File: src/rtl/dm_access_ctrl.sv
// dm_access_ctrl: MEM-stage data memory access controller with alignment checks and a bus timeout.
// Ports:
//   clk, reset (async, active-low)
//   mem_valid/opcode/addr/wdata : MEM-stage request, held until done
//   stall                       : pipeline freeze (mem_valid & ~done)
//   done/rdata/exc/exc_code     : completion pulse, extended load data, exception report
//   dm_req/dm_we/dm_be/dm_addr/dm_wdata/dm_ack/dm_rdata : data memory handshake
module dm_access_ctrl #(
    parameter int TIMEOUT = 16
) (
    input  logic        clk,
    input  logic        reset,
    input  logic        mem_valid,
    input  logic [5:0]  opcode,
    input  logic [31:0] addr,
    input  logic [31:0] wdata,
    output logic        stall,
    output logic        done,
    output logic [31:0] rdata,
    output logic        exc,
    output logic [4:0]  exc_code,
    output logic        dm_req,
    output logic        dm_we,
    output logic [3:0]  dm_be,
    output logic [31:0] dm_addr,
    output logic [31:0] dm_wdata,
    input  logic        dm_ack,
    input  logic [31:0] dm_rdata
);
    localparam int CW = $clog2(TIMEOUT + 1);
    typedef enum logic [1:0] {IDLE, ACCESS, RESP} state_t;
    state_t        r_state;
    logic [3:0]    r_op;
    logic [1:0]    r_lane;
    logic [CW-1:0] r_cnt;
    logic          w_load, w_store, w_sup, w_align;
    logic [3:0]    w_be;
    logic [31:0]   w_wd, w_sh, w_ld;
    logic [7:0]    w_b;
    logic [15:0]   w_h;
    // opcode[5:3] selects load/store, opcode[2] unsigned, opcode[1:0] size (00 byte, 01 half, 11 word)
    assign w_load  = opcode[5:3] == 3'b100;
    assign w_store = opcode[5:3] == 3'b101;
    assign w_sup   = (w_load && (opcode[2] ? !opcode[1] : opcode[1:0] != 2'b10)) ||
                     (w_store && !opcode[2] && opcode[1:0] != 2'b10);
    assign w_align = opcode[1:0] == 2'b00 || (opcode[1:0] == 2'b01 ? !addr[0] : addr[1:0] == 2'b00);
    assign w_be    = !w_store ? 4'hF :
                     opcode[1:0] == 2'b00 ? 4'b0001 << addr[1:0] :
                     opcode[1:0] == 2'b01 ? (addr[1] ? 4'b1100 : 4'b0011) : 4'hF;
    assign w_wd    = opcode[1:0] == 2'b00 ? {4{wdata[7:0]}} :
                     opcode[1:0] == 2'b01 ? {2{wdata[15:0]}} : wdata;
    // load extraction uses the latched opcode and byte lane
    assign w_sh    = dm_rdata >> {r_lane, 3'b000};
    assign w_b     = w_sh[7:0];
    assign w_h     = r_lane[1] ? dm_rdata[31:16] : dm_rdata[15:0];
    assign w_ld    = r_op[1:0] == 2'b00 ? {{24{!r_op[2] && w_b[7]}}, w_b} :
                     r_op[1:0] == 2'b01 ? {{16{!r_op[2] && w_h[15]}}, w_h} : dm_rdata;
    assign stall   = mem_valid & ~done;
    always_ff @(posedge clk or negedge reset) begin
        if (!reset) begin
            r_state  <= IDLE;
            r_op     <= '0;
            r_lane   <= '0;
            r_cnt    <= '0;
            done     <= 1'b0;
            rdata    <= '0;
            exc      <= 1'b0;
            exc_code <= '0;
            dm_req   <= 1'b0;
            dm_we    <= 1'b0;
            dm_be    <= '0;
            dm_addr  <= '0;
            dm_wdata <= '0;
        end else begin
            case (r_state)
                IDLE: if (mem_valid) begin
                    if (!w_sup) begin
                        r_state  <= RESP;
                        done     <= 1'b1;
                        exc      <= 1'b0;
                        exc_code <= 5'd0;
                    end else if (!w_align) begin
                        r_state  <= RESP;
                        done     <= 1'b1;
                        exc      <= 1'b1;
                        exc_code <= w_store ? 5'd5 : 5'd4;
                    end else begin
                        r_state  <= ACCESS;
                        r_op     <= opcode[3:0];
                        r_lane   <= addr[1:0];
                        r_cnt    <= '0;
                        dm_req   <= 1'b1;
                        dm_we    <= w_store;
                        dm_be    <= w_be;
                        dm_addr  <= {addr[31:2], 2'b00};
                        dm_wdata <= w_wd;
                    end
                end
                ACCESS: begin
                    // an ack arriving on the final timeout cycle still completes normally
                    if (dm_ack || r_cnt == CW'(TIMEOUT - 1)) begin
                        r_state  <= RESP;
                        done     <= 1'b1;
                        dm_req   <= 1'b0;
                        dm_we    <= 1'b0;
                        dm_be    <= '0;
                        exc      <= !dm_ack;
                        exc_code <= dm_ack ? 5'd0 : 5'd7;
                        if (dm_ack && !r_op[3]) rdata <= w_ld;
                    end else begin
                        r_cnt <= r_cnt + 1'b1;
                    end
                end
                RESP: begin
                    r_state <= IDLE;
                    done    <= 1'b0;
                end
                default: r_state <= IDLE;
            endcase
        end
    end
endmodule

File: config.mk
export PLATFORM = sky130hd
export DESIGN_NAME = dm_access_ctrl
export DESIGN_NICKNAME = d
export VERILOG_FILES = /design/src/rtl/dm_access_ctrl.sv
export SDC_FILE = /design/constraint.sdc
export NUM_CORES = 1
export LEC_CHECK = 0
export BUFFER_PORTS_ARGS = -buffer_cell sky130_fd_sc_hd__buf_2
export CAP_MARGIN = 10
export CORE_MARGIN = 3
export CORE_UTILIZATION = 26
export DETAILED_ROUTE_END_ITERATION = 8
export HOLD_SLACK_MARGIN = 0.15
export PLACE_DENSITY = 0.51
export SLEW_MARGIN = 30
export SYNTH_ARGS = -nofsm -noshare
export SYNTH_HDL_FRONTEND = slang
export SYNTH_SLANG_ARGS = --single-unit
File: constraint.sdc
create_clock -name clk -period 2.9 [get_ports clk]
set_input_delay 0.29 -clock clk [delete_from_list [all_inputs] [get_ports clk]]
set_output_delay 0.29 -clock clk [all_outputs]
set_load 0.05 [all_outputs]
==> results.txt <==
Initial core utilization: 26.7%
F_max: 449 MHz
1st-iter DRT viols: 200
Fin cells: 999
Sequence of cells on the critical path: ha_1 -> and3_1 -> ha_1 -> nor3_1 -> o32ai_2 -> mux2_2
Width of the die: 151 um
Total track usage: 14.2%
Crit path DAT: 2.51 ns
Fin. Hold Viols: 0
Via total after detailed routing: 4633
Slew at the pin with the worst max-slew slack: 0.782 ns
CTS root buf: clkbuf_16
Placed Instance Area: 6800 um2
Cell mode on critical path: ha_1
CTS Buf Count: 17
Clock Sink Count: 117
Layout cell share with drive strength beyond 1: 44.5%
Critical path class: flop to flop
Leak: 3.87 nW
Main synth FF type: dfrtp_1
Top-area cell type share of the netlist area: 53.7%
Reg clk slew, reported paths: 0.06 ns
DRT Pass-1 Iters: 4
VDD IR max: 0.679 mV
Status: finished clean
Slew HR: 47.8%
Routability-driven placement congestion ratio: 0.814
Rows: 52
Cts repair resizes: 0
Async SR Flop Fraction: 100%
Number of synthesized flops with an enable pin: 0
Final period utilization: 76.8%
Max Cap Violations: 0
Remaining global-route overflow: 0
RSZ-0062 raised after global routing: no
Post-route design area: 7750 um2
YS warnings: 0
Count of different cell masters after synthesis: 39
Clock Latency Late Sink: 0.41 ns
Post-synth top area cell: dfrtp_1
Post-route ant nets: 0
CP Max Fanout: 6
Die area: 22700 um2
Worst setup EP type: flop
CP max stage delay: 0.54 ns
Port buffer count: 211
Pwr Density: 1280 nW/um2
Syn Area/Cell: 11.6 um2
Placed Instances: 930
Pins Over Slew Limit: 0
Drt total wl: 15900 um
DR vias/cell: 4.64
Sequential area share after synthesis: 53.7%
Worst path required time: 3.18 ns
Clock skew: 0.00986 ns
Register bit total from synthesis: 117
Setup TNS: 0 ns
CTS tree: done
Core footprint: 20400 um2
Synth area leaders: dfrtp_1 (54%), mux2_2 (12%), mux2i_1 (5.9%)
First-pass GRT wire length: 25400 um
Most instantiated cells after synthesis: dfrtp_1 (117), mux2_2 (59), nand3_1 (41), nand2_1 (39), nor2_1 (33)
Worst hold slack: 0.175 ns
Htree depth: 4
Min Tclk post-route: 2.23 ns
Vias in the first global route: 4860
Min-Delay Path Class: input port to flop
Top-count cell post-synth: dfrtp_1
DR DRC count: 0
Layout Nets: 824
Routed len/inst: 16.0 um
# setup viols final: 0
Die Span Y: 151 um
Max Root-Sink Buffers: 2
Initial antenna violation count: 0
Final HPWL DP: 11600 um
Layout area overhead: 42.1%
Gate Count Post-Synth: 470
Ports: 216
Startpoint class of the critical path: flop
Slowest-stage cell, CP: nor3_1
Mapped Area: 5450 um2
Largest net degree at the start of global routing: 91
-- worst max-delay path, delay by kind of cell (launching register included) --
kind | cells | cell delay [ns]
compound gates | 1 | 0.26
fa+ha+maj | 2 | 0.41
flops | 1 | 0.40
simple gates | 2 | 0.72
mux | 1 | 0.32
-- per-layer routing --
layer,track usage (%),wire [um],up-vias,share of wire [%]
met4,5.12,221,0,1.4
met3,4.79,1070,22,6.7
met2,23.4,7950,163,50
met5,0,0,-,0
met1,17.5,6700,2284,42
li1,-,-,2164,-
-- where the power goes --
group          leakage [nW]  switching, mW  internal [mW]
logic                  2.13           3.64           1.35
registers              1.47          0.470           2.41
clock network         0.278          0.733           1.32
-- sequential cells by signal, indices dropped and copies added, names as in the netlist --
register / count
exc_code: 3
r_op: 4
dm_we: 1
dm_be: 4
dm_addr: 30
dm_wdata: 32
r_state: 2
r_lane: 2
dm_req: 1
done: 1
r_cnt: 5
rdata: 32
-- cell type report --
cell class | count | area, um2
Clock buffer | 22 | 474
Tap cell | 270 | 338
Timing Repair Buffer | 260 | 1540
Inverter | 5 | 18.8
Antenna cell | 1 | 2.50
Multi-Input combinational cell | 315 | 2340
Clock inverter | 9 | 103
Sequential cell | 117 | 2930
Fill cell | 2055 | 12700
-- worst paths after layout --
| path | end | startpoint | depth (start not counted) | slack, ns |
|---|---|---|---|---|
| worst max-delay path | r_cnt[0] | r_cnt[0] | 6 | 0.67 |
| worst min-delay path | dm_wdata[4] | wdata[4] | 2 | 0.18 |
| worst max register to register | r_cnt[0] | r_cnt[0] | 6 | 0.67 |
| worst min register to register | rdata[6] | rdata[6] | 1 | 0.47 |
| max in group asynchronous | dm_wdata[22] | reset | 3 | 1.63 |
| min in group asynchronous | dm_wdata[13] | reset | 2 | 0.50 |
-- metrics by stage --
step	total power [mW]	setup WS, ns	utilization (%)
floorplan	6.62	0.907	-
finish	9.92	0.673	37.9
CTS	10.0	0.645	37.9
global route	10.5	0.429	37.9
global placement	7.82	0.698	33.3
detailed placement	7.89	0.645	33.3
-- layout by cell type, fill, tap and decap left out, types with 9 or more instances in the layout --
| cell type | netlist | final |
|---|---|---|
| a21oi_1 | 20 | 20 |
| buf_2 | 15 | 210 |
| buf_4 | 5 | 11 |
| clkbuf_16 | 0 | 17 |
| dfrtp_1 | 117 | 117 |
| dlygate4sd3_1 | 0 | 37 |
| mux2_2 | 59 | 59 |
| mux2i_1 | 32 | 32 |
| nand2_1 | 39 | 39 |
| nand3_1 | 41 | 41 |
| nor2_1 | 33 | 33 |
| o21a_1 | 9 | 9 |
| o21ai_0 | 23 | 23 |
-- repair_timing --
item | 4_1_cts | 5_1_grt
setup endpoints to repair | 0 | 0
setup buffers | 0 | 0
hold buffers | 37 | 0
endpoints found under the hold margin | 92 | 0
-- cells by family after synthesis --
| logic type | share of synthesized area (%) |
|---|---|
| simple gates | 10.6 |
| flops | 53.7 |
| mux | 21.4 |
| compound gates | 9.94 |
| buf+inv | 3.65 |
| fa+ha+maj | 0.459 |
| other cells | 0.0688 |
| xor+xnor | 0.161 |
Note: power is estimated with default switching activity, not from simulation.
